<file path="src/rtl/fp_sub_serial.sv">
// Serial modular subtractor: diff = (a - b) mod P, one limb per cycle.
// Latency NUM_LIMBS+1 accept-to-valid, 2*NUM_LIMBS+1 with wrap; single op in flight, holds result until out_ready.
module fp_sub_serial #(
    parameter int LIMB_W = 64,
    parameter int NUM_LIMBS = 6,
    parameter logic [380:0] P = 381'h1a0111ea397fe69a4b1ba7b6434bacd764774b84f38512bf6730d2a0f6b0f6241eabfffeb153ffffb9feffffffffaaab
) (
    input  logic         clk,
    input  logic         rst_n,
    input  logic         in_valid,
    output logic         in_ready,
    input  logic [380:0] a,
    input  logic [380:0] b,
    output logic         out_valid,
    input  logic         out_ready,
    output logic [380:0] diff
);
    localparam int W = LIMB_W * NUM_LIMBS;
    localparam int IDX_W = (NUM_LIMBS > 1) ? $clog2(NUM_LIMBS) : 1;
    localparam logic [IDX_W-1:0] LAST = IDX_W'(NUM_LIMBS - 1);
    localparam logic [W-1:0] P_EXT = {{(W-381){1'b0}}, P};

    typedef enum logic [1:0] {IDLE, SUB, FIX, DONE} state_t;

    state_t           state_q, state_d;
    logic [W-1:0]     a_q, b_q, res_q;
    logic [IDX_W-1:0] idx_q;
    logic             cb_q;
    logic             last;
    logic [LIMB_W-1:0] lhs, rhs;
    logic [LIMB_W:0]  sub_w, add_w;

    // Operands shift right one limb per cycle so the active limb is always
    // at bit 0; results shift in from the top and land in place after the pass.
    assign lhs   = (state_q == FIX) ? res_q[LIMB_W-1:0] : a_q[LIMB_W-1:0];
    assign rhs   = b_q[LIMB_W-1:0];
    assign sub_w = {1'b0, lhs} - {1'b0, rhs} - {{LIMB_W{1'b0}}, cb_q};
    assign add_w = {1'b0, lhs} + {1'b0, rhs} + {{LIMB_W{1'b0}}, cb_q};
    assign last  = (idx_q == LAST);

    always_comb begin
        state_d   = state_q;
        in_ready  = 1'b0;
        out_valid = 1'b0;
        case (state_q)
            IDLE: begin
                in_ready = 1'b1;
                if (in_valid) state_d = SUB;
            end
            SUB:  if (last) state_d = sub_w[LIMB_W] ? FIX : DONE;
            FIX:  if (last) state_d = DONE;
            DONE: begin
                out_valid = 1'b1;
                if (out_ready) state_d = IDLE;
            end
            default: state_d = IDLE;
        endcase
    end

    always_ff @(posedge clk or negedge rst_n) begin
        if (!rst_n) state_q <= IDLE;
        else        state_q <= state_d;
    end

    always_ff @(posedge clk or negedge rst_n) begin
        if (!rst_n) begin
            a_q   <= '0;
            b_q   <= '0;
            res_q <= '0;
            idx_q <= '0;
            cb_q  <= 1'b0;
        end else begin
            case (state_q)
                IDLE: begin
                    if (in_valid) begin
                        a_q   <= {{(W-381){1'b0}}, a};
                        b_q   <= {{(W-381){1'b0}}, b};
                        idx_q <= '0;
                        cb_q  <= 1'b0;
                    end
                end
                SUB: begin
                    a_q   <= a_q >> LIMB_W;
                    b_q   <= b_q >> LIMB_W;
                    res_q <= {sub_w[LIMB_W-1:0], res_q[W-1:LIMB_W]};
                    if (last) begin
                        // Preload the modulus for a possible correction pass.
                        b_q   <= P_EXT;
                        idx_q <= '0;
                        cb_q  <= 1'b0;
                    end else begin
                        idx_q <= idx_q + IDX_W'(1);
                        cb_q  <= sub_w[LIMB_W];
                    end
                end
                FIX: begin
                    b_q   <= b_q >> LIMB_W;
                    res_q <= {add_w[LIMB_W-1:0], res_q[W-1:LIMB_W]};
                    if (last) begin
                        idx_q <= '0;
                        cb_q  <= 1'b0;
                    end else begin
                        idx_q <= idx_q + IDX_W'(1);
                        cb_q  <= add_w[LIMB_W];
                    end
                end
                default: ;
            endcase
        end
    end

    assign diff = res_q[380:0];
endmodule

</file>
<file path="config.mk">
export PLATFORM = sky130hd
export DESIGN_NAME = fp_sub_serial
export DESIGN_NICKNAME = d
export VERILOG_FILES = /design/src/rtl/fp_sub_serial.sv
export SDC_FILE = /design/constraint.sdc
export NUM_CORES = 2
export LEC_CHECK = 0
export CAP_MARGIN = 20
export CORE_AREA = 2 2 453 455
export DETAILED_ROUTE_END_ITERATION = 7
export DIE_AREA = 0 0 455 457
export PLACE_DENSITY_LB_ADDON = 0.15
export SLEW_MARGIN = 10
export SYNTH_ARGS = -nofsm -noshare
export SYNTH_HDL_FRONTEND = slang
export SYNTH_SLANG_ARGS = --single-unit
</file>
<file path="constraint.sdc">
create_clock -name clk -period 10.5 [get_ports clk]
set_clock_uncertainty 0.1 [all_clocks]
set_input_delay 1.575 -clock clk [delete_from_list [all_inputs] [get_ports clk]]
set_output_delay 1.575 -clock clk [all_outputs]
set_load 0.02 [all_outputs]
</file>
==> impl_summary.log <==
INFO  metric status = completed
INFO  metric crit-reg2reg-capture = res_q[374]
INFO  metric critical_path_endpoint_category = flip-flop
INFO  metric post_synth_instance_area = 0.06050 sq mm
INFO  metric ys_async_sr_fraction = between 90% and 100%
INFO  metric timing_worst_setup_path_type = reg2reg
INFO  metric clk_root_buf = sky130_fd_sc_hd__clkbuf_16
INFO  metric finalWorstPathRequiredPeriod = about 6300 ps
INFO  metric wl_on_met1 = between 100000 and 150000 microns
INFO  metric critical_path.startpoint_type = flip-flop
INFO  metric rows = about 170
INFO  metric synth-seq-cells = approximately 1200
INFO  metric rrSetupSlack = around 4200 ps
INFO  metric layout-area-overhead-vs-synth = 26.09%
INFO  metric maxClockFrequency = between 150 and 200 MHz
INFO  metric global_route.usage.total = 24.04%
INFO  metric vias_in_the_first_global_route = a little under 50000
INFO  metric cpLargestDelayFamily = compound AO/OA/AOI/OAI gates
INFO  metric main_combinational_cell_family_by_area_after_synthesis = compound AO/OA/AOI/OAI gates
INFO  metric ctsHoldBuffers = 0
INFO  metric cts_max_path_buffers = 3
INFO  metric dr_total_vias = 47730
INFO  metric dr.pass1.iters = 6
INFO  metric pin_count_of_the_biggest_net_entering_global_routing = 250
INFO  metric synth_simple_gate_area_share = 9.585%
INFO  metric sequential_cell_area = 0.02883 sq mm
INFO  metric vias_per_cell = 5.016
INFO  metric netlist_instances = approximately 6000
INFO  metric tritoncts_num_sinks = 1152
INFO  metric cells_along_the_critical_path = inv_1 > ha_4 > buf_4 > mux2_2 > ha_1 > ha_1 > o211ai_1 > o21ai_1 > o2111ai_1 > a211oi_1 > o21ai_1 > a2111oi_2 > o21ai_1 > nand3_1 > xor2_1 > a222oi_1 > o21ai_0
INFO  metric regToRegStartpoint = state_q[0]
INFO  metric yosys-top-cells-area = sky130_fd_sc_hd__dfrtp_1, sky130_fd_sc_hd__mux2_2, sky130_fd_sc_hd__mux2i_1
INFO  metric holdPathStages = 2
INFO  metric worst_r2r_path_depth = 17
INFO  metric fp.dieH = around 460 microns
INFO  metric timing.critical_path.mode_cell = sky130_fd_sc_hd__o21ai_1
INFO  metric multiInputGateArea = between 0.02 and 0.03 sq mm
INFO  metric worst_path_slowest_cell = sky130_fd_sc_hd__a2111oi_2
INFO  metric dp_hpwl = between 150000 and 200000 microns
INFO  metric timing.hold.worst.start = b_q[342]
INFO  metric dominantRegCellSynth = sky130_fd_sc_hd__dfrtp_1
INFO  metric worst-path-buf-inv = 2
INFO  metric worst_pin_slew = about 1200 ps
INFO  metric post-cts-setup-buffer-count = 0
INFO  metric fin_setup_tns = 0 ps
INFO  metric design.die.area = 0.2079 sq mm
INFO  metric synth_sequential_area_ratio = between 40% and 50%
INFO  metric worst_ep_required_time = ~11000 ps
INFO  metric post_synthesis_mean_instance_area = 9.862 sq um
INFO  metric wl_met3 = 14260 microns
INFO  metric detailedRoute.firstIterationViolations = around 3500
INFO  metric tritoncts.num_buffers = about 140
INFO  metric timing.slew.headroom = 20.98%
INFO  metric mappedNetlistNets = around 7100
INFO  metric insertion_delay = 800 ps
INFO  metric maxCapViolCount = 0
INFO  metric portBuffers = between 1000 and 1500
INFO  metric synthesis.yosys.warnings = 0
INFO  metric setup_viol = 0
INFO  metric synth.cells.most_frequent = sky130_fd_sc_hd__dfrtp_1, sky130_fd_sc_hd__nand2_1, sky130_fd_sc_hd__o21ai_0, sky130_fd_sc_hd__nor2_1, sky130_fd_sc_hd__clkbuf_1
INFO  metric n_fill_cell = slightly above 20000
INFO  metric grt_first_pass_wirelength = approximately 360000 microns
INFO  metric clk_pin_slew_worst_paths = 60 ps
INFO  metric worstHoldPathType = reg2reg
INFO  metric fp.dieW = 455 microns
INFO  metric slew_viol_final = 0
INFO  metric timing.critical_path.slowest_cell_delay = 760 ps
INFO  metric num-nets-final = about 7600
INFO  metric cts.htree.levels = 4
INFO  metric hold_viol_final = 0
INFO  metric critical_path_peak_fanout = between 50 and 60
INFO  metric crit_arrival = ~7000 ps
INFO  metric floorplan.initialDensity = 29.76%
INFO  metric netlist-cell-type-count = between 70 and 80
INFO  metric tritoncts = done
INFO  metric antenna_left = 0
INFO  metric ctsResizeCount = 0
INFO  metric ratio_of_cells_with_drive_above_1_in_the_final_layout = about a tenth
INFO  metric core_area = slightly above 0.2 sq mm
INFO  metric cp_num_cells = 17
INFO  metric synth-compound-area-share = 16.17%
INFO  metric critical_path.startpoint = state_q[0]
INFO  metric io_pins = ~1100
INFO  metric synth_most_common_cell = sky130_fd_sc_hd__dfrtp_1
INFO  metric topRoutingLayerUsed = met5
INFO  metric drt_wl_total = around 260000 microns
INFO  metric finalWeightedCongestion = 0.9060
INFO  metric globalRouteOverflowTotal = 0
INFO  metric drt-wirelength-per-cell = about 27 microns
INFO  metric post-route-drc-count = 0
INFO  metric fin_crit_sh = about three fifths
INFO  metric met2_length = ~120000 microns
INFO  metric synth_mux_area_share = roughly an eighth
INFO  metric yosys.area.top_type = sky130_fd_sc_hd__dfrtp_1
INFO  metric post_synth_fa_ha_maj_area_fraction = under 10%
INFO  metric unrepaired_setup_endpoints_after_global_routing = false
INFO  metric antenna_found_initial = 69
INFO  metric post_synth_edffs = 0
INFO  metric synth_xor_xnor_area_share = under 10%
INFO  metric area_share_of_the_leading_cell_type_in_the_synthesized_netlist = a little under half
INFO  metric hold_path_end = b_q[342]
[final cells by class]
type	instances	area share (%)
Clock inverter	28	0.4674
Clock buffer	216	5.471
Timing Repair Buffer	1200	15.84
Tap cell	2688	4.409
Antenna cell	45	0.1476
Sequential cell	1152	37.79
Inverter	167	0.8315
Multi-Input combinational cell	4021	35.05
[tightest hold or removal path: cells and delay by family, from the launching register on]
kind / cells / cell delay (ps)
AO/OA/AOI/OAI: 1 / 60
AND/OR/NAND/NOR: 1 / 40
flip-flops: 1 / 340
[cell families after synthesis]
group                      Yosys count
muxes                              713
DFF                               1152
xor gates and xnor gates           110
buffers and inverters              962
adders and majority gates          195
and+or+nand+nor                   1430
AOI/OAI and AO/OA                 1573
[flip-flops by register name, indices dropped and copies added (netlist names)]
signal and cells:
a_q 381, b_q 381, cb_q 1, idx_q 3, res_q 384, state_q 2
[layer usage]
layer,vias up,GRT usage (%)
li1,22340,-
met2,1261,40.35
met5,-,0
met3,305,5.274
met1,23820,30.35
met4,14,8.120
[how the worst max path moves through the flow]
stage	to	slack, ps
final	res_q[374]	4220
after global routing	res_q[374]	3730
after CTS	res_q[374]	4120
after detailed placement	res_q[374]	4110
after global placement	res_q[374]	4160
after floorplan	res_q[377]	5510
[layout by cell type, fill, tap and decap left out, types with 13 or more instances in the layout]
cell type	instances
sky130_fd_sc_hd__o211ai_1	15
sky130_fd_sc_hd__clkbuf_16	144
sky130_fd_sc_hd__dfrtp_1	1152
sky130_fd_sc_hd__o21a_1	15
sky130_fd_sc_hd__xor2_1	53
sky130_fd_sc_hd__and3_1	16
sky130_fd_sc_hd__inv_1	165
sky130_fd_sc_hd__a21oi_1	244
sky130_fd_sc_hd__clkdlybuf4s50_1	1147
sky130_fd_sc_hd__xnor2_1	57
sky130_fd_sc_hd__nand2_1	661
sky130_fd_sc_hd__clkbuf_8	30
sky130_fd_sc_hd__ha_1	188
sky130_fd_sc_hd__a22o_1	97
sky130_fd_sc_hd__diode_2	45
sky130_fd_sc_hd__o21bai_1	28
sky130_fd_sc_hd__mux2_2	384
sky130_fd_sc_hd__nor2_1	586
sky130_fd_sc_hd__a221oi_1	126
sky130_fd_sc_hd__nor3_1	27
sky130_fd_sc_hd__a31oi_1	210
sky130_fd_sc_hd__nand4_1	39
sky130_fd_sc_hd__buf_4	37
sky130_fd_sc_hd__buf_12	13
sky130_fd_sc_hd__mux2i_1	328
sky130_fd_sc_hd__nand3_1	21
sky130_fd_sc_hd__clkbuf_1	42
sky130_fd_sc_hd__nor2b_1	17
sky130_fd_sc_hd__o21ai_0	637
sky130_fd_sc_hd__a21o_1	90
[metrics by stage]
step / utilization, % / worst slack (ps) / area [sq um] / hold slack [ps] / instances
after floorplan: - / 5512 / 60500 / 344.7 / 6135
after global placement: 35.21 / 4164 / 71590 / 355.3 / 9225
after detailed placement: 35.21 / 4112 / 71590 / 365.1 / 9225
after CTS: 37.44 / 4119 / 76120 / 378.7 / 9469
after global routing: 37.50 / 3729 / 76250 / 394.2 / 9503
final: 37.52 / 4223 / 76290 / 374.0 / 9517
Power is left out: the tool's default activity adds up to more than one toggle a clock period on the data nets, which glitch-free logic cannot reach.
